### src/rtl/seg_scan_mux.sv
// seg_scan_mux: multiplexed LED display driver.
// Scans NUM_DIGITS digits one slot at a time. Each digit shows either a decoded
// hex nibble (with optional decimal point) or a raw segment pattern, and can be
// blanked. Brightness comes from the on-window at the start of each slot.
// Display contents are double-buffered: loads land in a staging set that is
// copied to the active set only at a frame boundary, so a frame never tears.
module seg_scan_mux #(
    parameter int NUM_DIGITS       = 3,
    parameter int NUM_SEGS         = 8,
    parameter int SCAN_BITS        = 18,
    parameter int BRIGHT_BITS      = 4,
    parameter int DIGIT_ACTIVE_LOW = 1,
    parameter int SEG_ACTIVE_LOW   = 0
) (
    input  logic                           clk,
    input  logic                           rst,
    input  logic                           load,
    input  logic [NUM_DIGITS*4-1:0]        data,
    input  logic [NUM_DIGITS*NUM_SEGS-1:0] raw_segs,
    input  logic [NUM_DIGITS-1:0]          raw,
    input  logic [NUM_DIGITS-1:0]          dp,
    input  logic [NUM_DIGITS-1:0]          blank,
    input  logic [BRIGHT_BITS-1:0]         bright,
    output logic                           pending,
    output logic                           frame_tick,
    output logic [NUM_DIGITS-1:0]          DIGIT,
    output logic [NUM_SEGS-1:0]            SEG
);

    localparam int IDX_W = $clog2(NUM_DIGITS);
    localparam logic [IDX_W-1:0] LAST_IDX = IDX_W'(NUM_DIGITS - 1);
    // Pin levels meaning "off", i.e. the polarity masks applied after all logic.
    localparam logic [NUM_DIGITS-1:0] DIGIT_OFF = (DIGIT_ACTIVE_LOW != 0) ? '1 : '0;
    localparam logic [NUM_SEGS-1:0]   SEG_OFF   = (SEG_ACTIVE_LOW != 0) ? '1 : '0;

    // Hex nibble to gfedcba segment pattern.
    function automatic logic [6:0] hex_font(input logic [3:0] nib);
        logic [6:0] f;
        f = 7'h00;
        case (nib)
            4'h0: f = 7'h3F;
            4'h1: f = 7'h06;
            4'h2: f = 7'h5B;
            4'h3: f = 7'h4F;
            4'h4: f = 7'h66;
            4'h5: f = 7'h6D;
            4'h6: f = 7'h7D;
            4'h7: f = 7'h07;
            4'h8: f = 7'h7F;
            4'h9: f = 7'h6F;
            4'hA: f = 7'h77;
            4'hB: f = 7'h7C;
            4'hC: f = 7'h39;
            4'hD: f = 7'h5E;
            4'hE: f = 7'h79;
            4'hF: f = 7'h71;
            default: f = 7'h00;
        endcase
        return f;
    endfunction

    logic [SCAN_BITS-1:0] cnt_reg;
    logic [IDX_W-1:0]     idx_reg;
    logic                 pending_reg;
    logic                 frame_tick_reg;

    logic [NUM_DIGITS*4-1:0]        act_data_reg,     stg_data_reg;
    logic [NUM_DIGITS*NUM_SEGS-1:0] act_raw_segs_reg, stg_raw_segs_reg;
    logic [NUM_DIGITS-1:0]          act_raw_reg,      stg_raw_reg;
    logic [NUM_DIGITS-1:0]          act_dp_reg,       stg_dp_reg;
    logic [NUM_DIGITS-1:0]          act_blank_reg,    stg_blank_reg;
    logic [BRIGHT_BITS-1:0]         act_bright_reg,   stg_bright_reg;

    logic [NUM_DIGITS-1:0] digit_reg, digit_next;
    logic [NUM_SEGS-1:0]   seg_reg,   seg_next;

    logic boundary;
    logic commit;

    // The last cycle of the last digit slot closes the frame.
    assign boundary = (cnt_reg == '1) && (idx_reg == LAST_IDX);
    // A load on the boundary itself is committed straight away.
    assign commit   = boundary && (pending_reg || load);

    // Scan counter and digit index; idx steps when the slot counter wraps.
    always_ff @(posedge clk) begin
        if (rst) begin
            cnt_reg        <= '0;
            idx_reg        <= '0;
            frame_tick_reg <= 1'b0;
        end else begin
            cnt_reg        <= cnt_reg + 1'b1;
            frame_tick_reg <= boundary;
            if (cnt_reg == '1) begin
                idx_reg <= (idx_reg == LAST_IDX) ? '0 : idx_reg + 1'b1;
            end
        end
    end

    // Staging set: latest load wins until the next boundary.
    always_ff @(posedge clk) begin
        if (rst) begin
            stg_data_reg     <= '0;
            stg_raw_segs_reg <= '0;
            stg_raw_reg      <= '0;
            stg_dp_reg       <= '0;
            stg_blank_reg    <= '1;
            stg_bright_reg   <= '1;
        end else if (load) begin
            stg_data_reg     <= data;
            stg_raw_segs_reg <= raw_segs;
            stg_raw_reg      <= raw;
            stg_dp_reg       <= dp;
            stg_blank_reg    <= blank;
            stg_bright_reg   <= bright;
        end
    end

    // Pending flag: set by a load, cleared by any boundary (which commits it).
    always_ff @(posedge clk) begin
        if (rst) begin
            pending_reg <= 1'b0;
        end else if (boundary) begin
            pending_reg <= 1'b0;
        end else if (load) begin
            pending_reg <= 1'b1;
        end
    end

    // Active set: copied from staging (or directly from the inputs) at a boundary.
    always_ff @(posedge clk) begin
        if (rst) begin
            act_data_reg     <= '0;
            act_raw_segs_reg <= '0;
            act_raw_reg      <= '0;
            act_dp_reg       <= '0;
            act_blank_reg    <= '1;
            act_bright_reg   <= '1;
        end else if (commit) begin
            act_data_reg     <= load ? data     : stg_data_reg;
            act_raw_segs_reg <= load ? raw_segs : stg_raw_segs_reg;
            act_raw_reg      <= load ? raw      : stg_raw_reg;
            act_dp_reg       <= load ? dp       : stg_dp_reg;
            act_blank_reg    <= load ? blank    : stg_blank_reg;
            act_bright_reg   <= load ? bright   : stg_bright_reg;
        end
    end

    // Per-digit segment pattern from the active set.
    logic [NUM_DIGITS-1:0][NUM_SEGS-1:0] pat;
    for (genvar gi = 0; gi < NUM_DIGITS; gi++) begin : g_pat
        logic [3:0] nib;
        assign nib     = act_data_reg[4*gi +: 4];
        assign pat[gi] = act_raw_reg[gi] ? act_raw_segs_reg[NUM_SEGS*gi +: NUM_SEGS]
                                         : NUM_SEGS'({act_dp_reg[gi], hex_font(nib)});
    end

    // Select the scanned digit and decide whether it is lit this cycle.
    always_comb begin
        logic [NUM_SEGS-1:0] sel_pat;
        logic                sel_blank;
        logic                digit_on;
        sel_pat   = '0;
        sel_blank = 1'b1;
        for (int i = 0; i < NUM_DIGITS; i++) begin
            if (idx_reg == IDX_W'(i)) begin
                sel_pat   = pat[i];
                sel_blank = act_blank_reg[i];
            end
        end
        // The top bits of the slot counter give the on-window; bright never
        // reaches 2^BRIGHT_BITS, so every slot ends with some dead time.
        digit_on   = (cnt_reg[SCAN_BITS-1 -: BRIGHT_BITS] < act_bright_reg) && !sel_blank;
        digit_next = digit_on ? (NUM_DIGITS'(1) << idx_reg) : '0;
        seg_next   = digit_on ? sel_pat : '0;
    end

    // Output registers, polarity applied before the flop so the pins are clean.
    always_ff @(posedge clk) begin
        if (rst) begin
            digit_reg <= DIGIT_OFF;
            seg_reg   <= SEG_OFF;
        end else begin
            digit_reg <= digit_next ^ DIGIT_OFF;
            seg_reg   <= seg_next ^ SEG_OFF;
        end
    end

    assign pending    = pending_reg;
    assign frame_tick = frame_tick_reg;
    assign DIGIT      = digit_reg;
    assign SEG        = seg_reg;

endmodule

### config.mk
export PLATFORM = sky130hd
export DESIGN_NAME = seg_scan_mux
export DESIGN_NICKNAME = d
export VERILOG_FILES = /design/src/rtl/seg_scan_mux.sv
export SDC_FILE = /design/constraint.sdc
export NUM_CORES = 1
export LEC_CHECK = 0
export CORE_UTILIZATION = 52
export CTS_BUF_LIST = sky130_fd_sc_hd__clkbuf_8 sky130_fd_sc_hd__clkbuf_16
export DETAILED_ROUTE_END_ITERATION = 8
export HOLD_SLACK_MARGIN = 0.02
export PLACE_DENSITY = 0.76
export SLEW_MARGIN = 15
export SYNTH_ARGS = -nofsm -noshare
export SYNTH_HDL_FRONTEND = slang
export SYNTH_SLANG_ARGS = --single-unit
### constraint.sdc
create_clock -name clk -period 3.4 [get_ports clk]
set_input_delay 1.02 -clock clk [delete_from_list [all_inputs] [get_ports clk]]
set_output_delay 1.02 -clock clk [all_outputs]
set_load 0.05 [all_outputs]
==> results.md <==
- Post-synth net total: 805
- Reg power frac: 44.3%
- Worst Max-Slew Pin Slew: 1.10 ns
- Post-DP HPWL: 10700 um
- FFs w/ async S/R, synth: 0%
- Max Root-Sink Buffers: 2
- Adder-Cell Fraction of Synth Area: 4.63%
- Leakage: 0.00331 uW
- Int Power: 3260 uW
- Starting Density: 53.4%
- Clk pwr share: 50.4%
- Final Hold Fails: 0
- Mapped Area: 0.00676 mm^2
- Final #Nets: 867
- EDFF count, synth: 0
- Startpoint types: register
- Setup CP Type: reg2reg
- TritonCTS clock tree: done
- Simple-gate share of the synthesized area: 16.6%
- Post-synth top area share: 45.0%
- Finished Layout Cells: 975
- Largest net degree at the start of global routing: 63
- Slowest CP cell: nand2b_1
- Overflow after GRT: 0
- Vias in the first global route: 5143
- Final period util: 87.1%
- Ant diodes: 0
- CP arrival: 3.32 ns
- Proportion of synthesized area in mux cells: 13.2%
- Clock-pin slew on the worst setup and hold paths: 0.06 ns
- Post-Syn Area per Cell: 9.29 um^2
- Clk Latency, worst-skew pair: 0.43 ns
- Largest family of logic cells by synthesized area: simple AND/OR/NAND/NOR gates
- Hold buffers post-CTS: 0
- Drt total wl: 15100 um
- First-pass GRT wire length: 24500 um
- Met2 wire len: 7680 um
- Switching part of the total power: 21.3%
- Residual DRC: 0
- Unrepaired setup endpoints after global routing: no
- Met1 WL: 6550 um
- Share of layout cells above drive strength 1: 11.5%
- Comb power frac: 5.2%
- Critical Path Max Stage Delay: 0.47 ns
- Area Growth Syn to Fin: 22.0%
- Met3 wire len: 625 um
- Outcome: finished, final reports clean
- R2R depth: 10
- Setup violators final: 0
- Post-CTS sizing: 0
- Initial DRC count: 237
- Top_reg_cell synth: dfxtp_1
- Initial antenna violation count: 0
- Synth area leaders: dfxtp_1 (45%), mux2i_1 (10%), nor2_1 (7.3%), ha_1 (4.6%), a211oi_1 (3.7%)
- NetSw: 879 uW
- Post-Route Setup TNS: 0 ns
- Max_slew headroom: 25.9%
- 1st-pass router iterations: 5
- Dpl ws: 0.0874 ns
- Port Buf Inserts: 64
- Fraction of synthesized cell area in xor and xnor cells: 3.11%
- Via Count: 5227
- CP dominant cell by count: a21oi_1
- Crit end category: register
- Worst Hold Path Cells: 2
- Crit path time final: 2.96 ns
- Max-Cap Viols: 0
- Clock sinks: 152
- Placer Congestion: 0.839
- Setup WS post-layout: 0.438 ns
- Placed insts: 943
- Ports: 65
- Pwr Density: 501 mW/mm^2
- Seq/Total Area, Yosys: 45.0%
- Required time worst endpoint: 3.76 ns
- DR top layer: met4
- Max rail drop VDD: 0.000397 V
- Max-slew violations: 0
- Distinct cells, synth: 58
- Root Buffer Master: clkbuf_16
- Die Height: 116 um
- Largest area contributor in the netlist: dfxtp_1
- CP Max Fanout: 14
- # rows: 41
- Critical-path cell list: nand2b_1 > nor3_1 > nand3_1 > a21oi_1 > nor2_1 > ha_1 > nor2_1 > a21oi_1 > o221a_2 > a21oi_1
- Number of CTS-inserted buffers: 17
- Vias per inst: 5.36
- Setup Fix Bufs, Post-CTS: 0
- Fmax: 0.338 GHz
- Core Area: 0.0127 mm^2
- Die X: 116 um
- Hold Path Class: reg2reg
- Die ar.: 0.0135 mm^2
- Synth warn: 0
- DRT antenna net count: 0
- H-tree Lvls: 4
- Worst clock skew: 0.0150 ns
- Seq cells post-synth: 152
- Cells after Synth: 728
- GRT Overall Usage: 23.9%
- Compound-Gate Fraction of Synth Area: 12.9%
- Most frequent cells in the layout: dfxtp_1 (152), nor2_1 (131), mux2i_1 (69)
- Wire per inst: 15.4 um
- Commonest non-fill, non-tap cell in the layout: dfxtp_1
## power groups by stage
stage               registers (uW)  logic [uW]  clock network, uW
floorplan                     1870         117                  0
global placement              1870         211                  0
detailed placement            1870         217                  0
CTS                           1830         219               2120
global route                  1840         236               2200
finish                        1830         217               2080
## synth_stat cells, drive strengths merged (2+ instances only)
library cell,count
nand3b,2
and2,10
a311o,2
a31oi,2
nor2b,5
inv,20
o22ai,12
dfxtp,152
xnor2,11
or3,2
and3,3
buf,20
a32oi,2
o311a,2
a21oi,29
mux2i,71
o21ai,19
nor3,12
nand4,4
nor4,2
or2,8
nand2,40
o2bb2ai,2
clkbuf,26
a2111oi,2
a2bb2oi,5
a21boi,3
nand2b,5
a211oi,33
mux2,14
ha,25
nor2,132
o21a,2
a311oi,2
nand3,18
a22oi,2
o211ai,7
xor2,13
## routing by layer
metal | up-vias | global-route usage (%)
li1 | 2645 | -
met1 | 2451 | 27.9
met2 | 113 | 41.7
met3 | 18 | 5.91
met4 | 0 | 10.4
met5 | - | 0
## area by class of cell
type / count / area, um^2
clock buffer: 18 / 439
inverter: 21 / 83.8
timing repair buffer: 89 / 836
sequential: 152 / 3040
fill: 1049 / 4420
tap: 172 / 215
multi-input combinational: 509 / 3410
clock inverter: 14 / 221
## through the flow
stage / power, uW / cell area (um^2) / utilization (%) / hold WS [ns]
final: 4140 / 8250 / 65.1 / 0.473
after global routing: 4270 / 8250 / 65.1 / 0.506
after CTS: 4170 / 8250 / 65.1 / 0.475
after detailed placement: 2090 / 7590 / 59.9 / 0.458
after global placement: 2080 / 7590 / 59.9 / 0.446
after floorplan: 1990 / 6760 / - / 0.426
## path summary, 6_finish.rpt
| check | startpoint | end | slack, ns |
|---|---|---|---|
| worst max-delay path | idx_reg[0] | register | 0.44 |
| worst max register to register | idx_reg[0] | register | 0.44 |
| worst min-delay path | stg_bright_reg[1] | stg_bright_reg[1] | 0.47 |
| worst min register to register | stg_bright_reg[1] | stg_bright_reg[1] | 0.47 |
## cell families (layout without fill, tap and decap cells)
logic type | count (synthesis) | count (layout)
flip-flops | 152 | 152
buffers and inverters | 67 | 142
adder cells (fa/ha/maj) | 25 | 25
multiplexers | 85 | 85
AND/OR/NAND/NOR | 245 | 245
AO/OA/AOI/OAI | 130 | 130
XOR/XNOR | 24 | 24
## worst max-delay path, delay by kind of cell (launching register included)
family	cells	cell delay (ns)
simple gates	5	1.42
flops	1	0.31
fa+ha+maj	1	0.28
compound gates	4	0.88
No activity file was read; power rests on OpenSTA's default activity.
==> RTL edit, RTL diff (same flow settings) <==
Reset style: asynchronous (`rst`), changed in 5 clocked blocks.
--- a/src/rtl/seg_scan_mux.sv
+++ b/src/rtl/seg_scan_mux.sv
@@ -83,7 +83,7 @@
     assign commit   = boundary && (pending_reg || load);
 
     // Scan counter and digit index; idx steps when the slot counter wraps.
-    always_ff @(posedge clk) begin
+    always_ff @(posedge clk or posedge rst) begin
         if (rst) begin
             cnt_reg        <= '0;
             idx_reg        <= '0;
@@ -98,7 +98,7 @@
     end
 
     // Staging set: latest load wins until the next boundary.
-    always_ff @(posedge clk) begin
+    always_ff @(posedge clk or posedge rst) begin
         if (rst) begin
             stg_data_reg     <= '0;
             stg_raw_segs_reg <= '0;
@@ -117,7 +117,7 @@
     end
 
     // Pending flag: set by a load, cleared by any boundary (which commits it).
-    always_ff @(posedge clk) begin
+    always_ff @(posedge clk or posedge rst) begin
         if (rst) begin
             pending_reg <= 1'b0;
         end else if (boundary) begin
@@ -128,7 +128,7 @@
     end
 
     // Active set: copied from staging (or directly from the inputs) at a boundary.
-    always_ff @(posedge clk) begin
+    always_ff @(posedge clk or posedge rst) begin
         if (rst) begin
             act_data_reg     <= '0;
             act_raw_segs_reg <= '0;
@@ -176,7 +176,7 @@
     end
 
     // Output registers, polarity applied before the flop so the pins are clean.
-    always_ff @(posedge clk) begin
+    always_ff @(posedge clk or posedge rst) begin
         if (rst) begin
             digit_reg <= DIGIT_OFF;
             seg_reg   <= SEG_OFF;
Function: differs if rst is asserted again (counterexample within 4 cycles, from zero or initial values and one cycle with rst high); with rst held inactive, the same outputs for 10 cycles.
==> RTL edit against the original RTL <==
Synthesized cell count fell by 34%. Sequential cell count is 21 lower. Final area shrank 9.3%. Clock power decreased by 8%. Setup slack gained 210 ps. Power decreased by 9.5%. Synthesized area fell by 10%. Clock skew down 6.3 ps. Utilization increased by 0.42 points. Routed wire length decreased by 25%. Die area is 10% lower. First-iteration DRC count shrank 34%. Global-route usage fell by 2.5 points. Largest cell class is now registers.
==> RTL edit: results (changes against the original RTL) <==
| Metric | Value |
|---|---|
| Hold wc startpoint | `cnt_reg[10]` |
| Sequential cell area | `3300 µm² (+8.4%)` |
| Crit path arrival time | `1730 ps (-1590 ps)` |
| Detailed placement HPWL | `7.79 mm (-27%)` |
| Routed met3 length | `452 µm (-28%)` |
| Number of nets in the layout | `618 (-29%)` |
| Total length of routed met2 wires | `5.56 mm (-28%)` |
| Average wire per cell in the routed design | `16.2 µm (+5.1%)` |
| Capture endpoint of the worst hold path | `cnt_reg[10]` |
| Synthesized netlist net count | `555 (-31%)` |
| Non-clock inverter instance count of the final layout | `19 (-9.5%)` |
| Min-Delay Path Depth | `1 (-1)` |
| Outcome | `completed` |
| Number of fill cells | `867 (-17%)` |
| CP Launch Point | `DIGIT[2]` |
| Met3 layer usage reported by global route | `5.64% (-0.27 points)` |
| Portion of netlist area occupied by mux cells | `21.1% (+7.8 points)` |
| Wire length the detailed router placed on met1 | `5.13 mm (-22%)` |
| Worst-case vdd ir drop | `0.000353 V (-11%)` |
| Slowest cell on the critical path | `sky130_fd_sc_hd__clkdlybuf4s50_1` |
| Area fraction in compound gates after synthesis | `7.19% (-5.7 points)` |
| Met1 track demand over resource in global routing | `27.8% (-0.089 points)` |
| Layout area overhead | `23.3%` |
| Largest stage delay, worst path | `790 ps (+320 ps)` |
| Count of unique library cells instantiated by Yosys | `46 (-21%)` |
| Leakage power total | `3.32 nW (+0.14%)` |
| Register bit total from synthesis | `131 (-14%)` |
| Worst R2R Setup Slack | `1030 ps (+590 ps)` |
| Source of the worst register-to-register timing path | `cnt_reg[0]` |
| Share of the core filled with cells in the final layout | `65.5% (+0.42 points)` |
| Via Count | `3865 (-26%)` |
| Violation count after the first detailed-routing iteration | `156 (-34%)` |
| Adder-cell area share of the yosys netlist | `4.53% (-0.092 points)` |
| Count of multi-input gates | `306 (-40%)` |
| Largest net degree at the start of global routing | `68 (+7.9%)` |
| Area after detailed placement | `6840 µm² (-9.9%)` |
| Gp weighted congestion | `0.826 (-1.5%)` |
[RTL edit: cell types whose count changed after synthesis, moves of 11 or more]
cell,delta
sky130_fd_sc_hd__nor2_1,-110
sky130_fd_sc_hd__mux2i_1,-65
sky130_fd_sc_hd__a211oi_1,-22
sky130_fd_sc_hd__a21oi_1,-17
sky130_fd_sc_hd__dfrtp_1,+114
sky130_fd_sc_hd__mux2_2,+83
sky130_fd_sc_hd__buf_2,-13
sky130_fd_sc_hd__o22ai_1,-11
sky130_fd_sc_hd__dfxtp_1,-152
sky130_fd_sc_hd__dfstp_2,+17
sky130_fd_sc_hd__clkbuf_1,-12
sky130_fd_sc_hd__nand2_1,-15
[RTL edit: power breakdown]
part           leakage [nW]  internal [mW]  total, mW  switching [mW]
sequential             1.66           1.62       1.64          0.0139
clock                 0.309           1.22       1.92           0.697
combinational          1.35          0.108      0.189          0.0813
[RTL edit: per-stage QoR]
stage	std cells	hold slack, ps
global route	700	485
detailed placement	668	452
finish	700	459
floorplan	481	434
CTS	700	464
global placement	668	448
